<file path="src/rtl/fp32_mul_seq.sv">
// fp32_mul_seq: sequential fp32 multiplier, shift-and-add mantissa loop.
// Ports: clk/rst(sync,high), start/in1/in2 in; busy/done/result/overflow/underflow out.
module fp32_mul_seq (
  input  logic        clk,
  input  logic        rst,
  input  logic        start,
  input  logic [31:0] in1,
  input  logic [31:0] in2,
  output logic        busy,
  output logic        done,
  output logic [31:0] result,
  output logic        overflow,
  output logic        underflow
);

  typedef enum logic [1:0] {
    S_IDLE,
    S_MUL,
    S_NORM,
    S_DONE
  } state_t;

  state_t r_state;
  state_t w_next;

  logic        r_s;
  logic [7:0]  r_e1;
  logic [7:0]  r_e2;
  logic [23:0] r_a;
  logic [47:0] r_p;
  logic [4:0]  r_cnt;
  logic        r_zero;
  logic        r_inf;
  logic        r_nan;
  logic [9:0]  r_exp;
  logic [22:0] r_frac;
  logic        r_busy;
  logic        r_done;
  logic [31:0] r_result;
  logic        r_ovf;
  logic        r_unf;

  logic [23:0] w_addend;
  logic [23:0] w_sum;
  logic        w_c;
  logic [9:0]  w_exp;
  logic        w_big;
  logic        w_small;
  logic        w_sel_nan;
  logic        w_sel_inf;
  logic        w_sel_zero;
  logic        w_sel_ovf;
  logic        w_sel_unf;
  logic [31:0] w_res;
  logic        w_ovf;
  logic        w_unf;
  logic        w_z1;
  logic        w_z2;
  logic        w_i1;
  logic        w_i2;
  logic        w_n1;
  logic        w_n2;

  assign busy      = r_busy;
  assign done      = r_done;
  assign result    = r_result;
  assign overflow  = r_ovf;
  assign underflow = r_unf;

  // Operand classification, denormals flushed to zero.
  assign w_z1 = (in1[30:23] == 8'd0);
  assign w_z2 = (in2[30:23] == 8'd0);
  assign w_i1 = (in1[30:23] == 8'hFF) && (in1[22:0] == 23'd0);
  assign w_i2 = (in2[30:23] == 8'hFF) && (in2[22:0] == 23'd0);
  assign w_n1 = (in1[30:23] == 8'hFF) && (in1[22:0] != 23'd0);
  assign w_n2 = (in2[30:23] == 8'hFF) && (in2[22:0] != 23'd0);

  assign w_addend = r_p[0] ? r_a : 24'd0;

  // 24-bit ripple-carry add of the upper product half and the addend.
  always_comb begin
    logic c;
    c     = 1'b0;
    w_sum = '0;
    for (int i = 0; i < 24; i++) begin
      w_sum[i] = r_p[24+i] ^ w_addend[i] ^ c;
      c = (r_p[24+i] & w_addend[i])
        | (c & (r_p[24+i] ^ w_addend[i]));
    end
    w_c = c;
  end

  // Biased exponent, 10-bit two's complement.
  assign w_exp = {2'b00, r_e1} + {2'b00, r_e2}
               - 10'd127 + {9'd0, r_p[47]};

  assign w_big   = !r_exp[9] && (r_exp >= 10'd255);
  assign w_small = r_exp[9] || (r_exp == 10'd0);

  // Mutually exclusive selects encode the result priority.
  assign w_sel_nan  = r_nan | (r_inf & r_zero);
  assign w_sel_inf  = !w_sel_nan & r_inf;
  assign w_sel_zero = !r_nan & !r_inf & r_zero;
  assign w_sel_ovf  = !r_nan & !r_inf & !r_zero & w_big;
  assign w_sel_unf  = !r_nan & !r_inf & !r_zero & w_small;

  always_comb begin
    w_res = {r_s, r_exp[7:0], r_frac};
    w_ovf = 1'b0;
    w_unf = 1'b0;
    unique case (1'b1)
      w_sel_nan:  w_res = 32'h7FC0_0000;
      w_sel_inf:  w_res = {r_s, 8'hFF, 23'd0};
      w_sel_zero: w_res = {r_s, 31'd0};
      w_sel_ovf: begin
        w_res = {r_s, 8'hFF, 23'd0};
        w_ovf = 1'b1;
      end
      w_sel_unf: begin
        w_res = {r_s, 31'd0};
        w_unf = 1'b1;
      end
      default: ;
    endcase
  end

  always_comb begin
    w_next = r_state;
    unique case (r_state)
      S_IDLE: if (start) w_next = S_MUL;
      S_MUL:  if (r_cnt == 5'd23) w_next = S_NORM;
      S_NORM: w_next = S_DONE;
      S_DONE: w_next = S_IDLE;
      default: w_next = S_IDLE;
    endcase
  end

  always_ff @(posedge clk) begin
    if (rst) r_state <= S_IDLE;
    else     r_state <= w_next;
  end

  always_ff @(posedge clk) begin
    if (rst) begin
      r_s      <= 1'b0;
      r_e1     <= '0;
      r_e2     <= '0;
      r_a      <= '0;
      r_p      <= '0;
      r_cnt    <= '0;
      r_zero   <= 1'b0;
      r_inf    <= 1'b0;
      r_nan    <= 1'b0;
      r_exp    <= '0;
      r_frac   <= '0;
      r_busy   <= 1'b0;
      r_done   <= 1'b0;
      r_result <= '0;
      r_ovf    <= 1'b0;
      r_unf    <= 1'b0;
    end else begin
      r_done <= 1'b0;
      unique case (r_state)
        S_IDLE: if (start) begin
          r_s    <= in1[31] ^ in2[31];
          r_e1   <= in1[30:23];
          r_e2   <= in2[30:23];
          r_a    <= {1'b1, in1[22:0]};
          r_p    <= {24'd0, 1'b1, in2[22:0]};
          r_cnt  <= '0;
          r_zero <= w_z1 | w_z2;
          r_inf  <= w_i1 | w_i2;
          r_nan  <= w_n1 | w_n2;
          r_busy <= 1'b1;
        end
        S_MUL: begin
          r_p   <= {w_c, w_sum, r_p[23:1]};
          r_cnt <= r_cnt + 5'd1;
        end
        S_NORM: begin
          r_exp  <= w_exp;
          r_frac <= r_p[47] ? r_p[46:24] : r_p[45:23];
        end
        S_DONE: begin
          r_result <= w_res;
          r_ovf    <= w_ovf;
          r_unf    <= w_unf;
          r_done   <= 1'b1;
          r_busy   <= 1'b0;
        end
        default: ;
      endcase
    end
  end

endmodule

</file>
<file path="config.mk">
export PLATFORM = sky130hd
export DESIGN_NAME = fp32_mul_seq
export DESIGN_NICKNAME = d
export VERILOG_FILES = /design/src/rtl/fp32_mul_seq.sv
export SDC_FILE = /design/constraint.sdc
export NUM_CORES = 1
export LEC_CHECK = 0
export CORE_AREA = 5 5 140 142
export CTS_BUF_LIST = sky130_fd_sc_hd__clkbuf_8
export DETAILED_ROUTE_END_ITERATION = 16
export DIE_AREA = 0 0 145 147
export PLACE_DENSITY = 0.65
export SYNTH_ARGS = -nofsm -noshare
export SYNTH_HDL_FRONTEND = slang
export SYNTH_SLANG_ARGS = --single-unit
</file>
<file path="constraint.sdc">
create_clock -name clk -period 14.4 [get_ports clk]
set_input_delay 2.88 -clock clk [delete_from_list [all_inputs] [get_ports clk]]
set_output_delay 2.88 -clock clk [all_outputs]
set_load 0.005 [all_outputs]
</file>
==> flow_metrics.env <==
export IMPL_final_nets=1089
export IMPL_path_class="reg2reg"
export IMPL_grt_overflow_total=0
export IMPL_worstSkewPairLatency_ns=0.45
export IMPL_synth_ff_type="dfxtp_1"
export IMPL_drt_first_pass_iters=4
export IMPL_fmax_ghz=0.09569
export IMPL_clock_sinks=168
export IMPL_yosys_warnings=0
export IMPL_path_buf_inv=2
export IMPL_reg2reg_setup_slack_ns=3.95
export IMPL_arrival_ns=10.76
export IMPL_r2r_cells=29
export IMPL_ctsResizeCount=0
export IMPL_syn_to_final_growth_pct=18.14
export IMPL_grt_pass1_wl_um=28710
export IMPL_drive_above_1_share_pct=9.201
export IMPL_r2r_start="r_p[0]$_SDFFE_PP0P_"
export IMPL_dp_cells=1191
export IMPL_hold_viol_final=0
export IMPL_vias=6152
export IMPL_cts_buffer_depth=2
export IMPL_slowest_stage="dfxtp_1"
export IMPL_initial_core_util_pct=43.95
export IMPL_maxCapViolations=0
export IMPL_post_route_util_pct=51.92
export IMPL_final_cells=1223
export IMPL_cts_buffers=17
export IMPL_final_area_um2=9518
export IMPL_crit_family="adder cells"
export IMPL_synthDominantCellAreaShare_pct=41.75
export IMPL_drt_drc_violations_left=0
export IMPL_cts_root_buf="clkbuf_8"
export IMPL_max_stage_delay_ns=0.81
export IMPL_diodes=0
export IMPL_async_flop_share_pct=0
export IMPL_power_leakage_nw=3.045
export IMPL_cp_required_ns=14.71
export IMPL_power_density_nw_per_um2=151.4
export IMPL_hold_ws_ns=0.4595
export IMPL_holdPathEnd="r_a[0]$_SDFFE_PP0P_"
export IMPL_wl_per_cell_um=13.75
export IMPL_setup_viol=0
export IMPL_slew_headroom_pct=22.87
export IMPL_min_period_ns=10.45
export IMPL_critPathLaunch="r_p[0]$_SDFFE_PP0P_"
export IMPL_die_h_um=147
export IMPL_setup_ws_ns=3.950
export IMPL_syn_nets=1024
export IMPL_path_clk_slew_ns=0.09
export IMPL_core_area_um2=18330
export IMPL_grt_max_degree=87
export IMPL_cp_depth=29
export IMPL_synthDistinctLibCells=50
export IMPL_drt_vias_per_instance=5.030
export IMPL_drv_slew=0
export IMPL_io_pins=103
export IMPL_track_usage_pct=16.00
export IMPL_synth_top_cell_by_area="dfxtp_1"
export IMPL_r2r_end="r_p[46]$_SDFFE_PP0P_"
export IMPL_cts_max_level=4
export IMPL_syn_inst=911
export IMPL_die_w_um=145
export IMPL_cp_start_kind="flop"
export IMPL_crit_path_end_kind="flop"
export IMPL_path_common_cell="fa_1"
export IMPL_place_area_um2=9116
export IMPL_synth_cell_area_um2=8056
export IMPL_total_power_mw=1.441
export IMPL_finalWeightedCongestion=0.7808
export IMPL_drt_iter0_markers=350
export IMPL_clock_skew_ns=0.009530
export IMPL_grt_pass1_vias=5813
export IMPL_antenna_left=0
export IMPL_synth_edf_count=0
export IMPL_yosys_register_bits=168
export IMPL_grt_antenna_before_repair=0
export IMPL_seq_area_frac_synth_pct=41.75
export IMPL_ir_drop_mv=0.1075
export IMPL_rows=50
export IMPL_finalSetupTns_ns=0
export IMPL_drt_wl_total_um=16820
export IMPL_dp_hpwl_um=11890
export IMPL_cts_tree="done"
export IMPL_hold_path_depth=2
export IMPL_port_buffer_count=102
export IMPL_period_share_pct=72.57
export IMPL_cts_hold_buf=0
export IMPL_synth_area_top_cells="dfxtp_1 42%, mux2i_1 6.3%, nor2_1 6.2%, fa_1 6.0%, a211oi_1 5.5%"
export IMPL_critPathMaxFanout=25
export IMPL_worst_slew_pin_slew_ns=1.153
export IMPL_synth_area_per_cell_um2=8.844
export IMPL_post_cts_setup_buffers=0
export IMPL_hold_path_class="reg2reg"
export IMPL_nFillCells=1756
export IMPL_outcome="finished, final reports clean"
export IMPL_dp_slack_ns=4.019
export IMPL_hp_start="r_a[0]$_SDFFE_PP0P_"
export IMPL_dieArea_um2=21320
export IMPL_rsz0062_at_grt="no"
==> how the worst max path moves through the flow <==
stage / to
6_report: r_p[46]$_SDFFE_PP0P_
5_1_grt: r_p[46]$_SDFFE_PP0P_
4_1_cts: r_p[46]$_SDFFE_PP0P_
3_5_place_dp: r_p[46]$_SDFFE_PP0P_
3_3_place_gp: r_p[46]$_SDFFE_PP0P_
2_1_floorplan: r_p[46]$_SDFFE_PP0P_
==> synthesized netlist by cell type (20+ instances only) <==
cell / instances
fa_1: 24
nand2_1: 117
a211oi_1: 59
buf_2: 23
nand2b_1: 27
nand3_2: 20
a21oi_2: 20
nor2_1: 132
a21oi_1: 72
dfxtp_1: 168
inv_1: 35
clkbuf_1: 29
ha_1: 22
mux2i_1: 51
==> layout by cell type, fill, tap and decap left out, types with 6 or more instances in the layout <==
cell type / n
a211oi_1: 59
a21oi_1: 72
a21oi_2: 20
buf_4: 9
clkbuf_8: 17
clkdlybuf4s50_1: 101
dfxtp_1: 168
fa_1: 24
ha_1: 20
inv_1: 35
mux2i_1: 51
nand2_1: 117
nand2b_1: 27
nand3_2: 20
nand4_1: 11
nor2_1: 132
nor3_1: 8
nor4_1: 17
o21ai_0: 6
xnor2_1: 6
==> registers in the layout, summed over array words and instances (netlist names), 2 cells and up <==
signal and flops:
r_frac 23, r_a 24, r_state 2, r_p 48, r_cnt 5, r_exp 10, r_e1 8, r_e2 8
result 32
==> cell families (layout without fill, tap and decap cells) <==
group / count (synthesis) / in the layout / share of synthesized area (%)
AO/OA/AOI/OAI: 180 / 180 / 14.75
adder cells (fa/ha/maj): 46 / 46 / 9.380
AND/OR/NAND/NOR: 357 / 357 / 21.11
XOR/XNOR: 9 / 9 / 0.9785
multiplexers: 51 / 51 / 6.336
buffers and inverters: 100 / 178 / 5.700
flip-flops: 168 / 168 / 41.75
==> where the power goes <==
group / switching [mW] / internal [mW] / total (mW)
sequential: 0.0659 / 0.556 / 0.622
combinational: 0.296 / 0.181 / 0.477
clock: 0.184 / 0.158 / 0.342
==> worst reg2reg max path, delay by kind of cell, from the launching register on <==
kind | cells | cell delay [ns]
buffers and inverters | 2 | 0.12
DFF | 1 | 0.81
and+or+nand+nor | 2 | 0.29
AOI/OAI and AO/OA | 1 | 0.17
adders and majority gates | 24 | 8.91
==> per-layer routing <==
| layer | vias to the layer above | global-route usage, % | routed length (um) |
|---|---|---|---|
| met1 | 2781 | 24.52 | 9259 |
| met4 | 0 | 4.661 | 213 |
| li1 | 3243 | - | - |
| met3 | 16 | 3.732 | 734 |
| met2 | 112 | 22.21 | 6609 |
| met5 | - | 0 | 0 |
==> final cells by class <==
| type | count | area, um2 | share of cell area, % |
|---|---|---|---|
| multi-input combinational | 643 | 4247 | 44.62 |
| sequential | 168 | 3363 | 35.34 |
| timing repair buffer | 110 | 1079 | 11.33 |
| tap | 234 | 292.8 | 3.076 |
| clock buffer | 17 | 234.0 | 2.458 |
| clock inverter | 15 | 167.7 | 1.762 |
| inverter | 36 | 135.1 | 1.420 |
(Power assumes the default switching activity.)
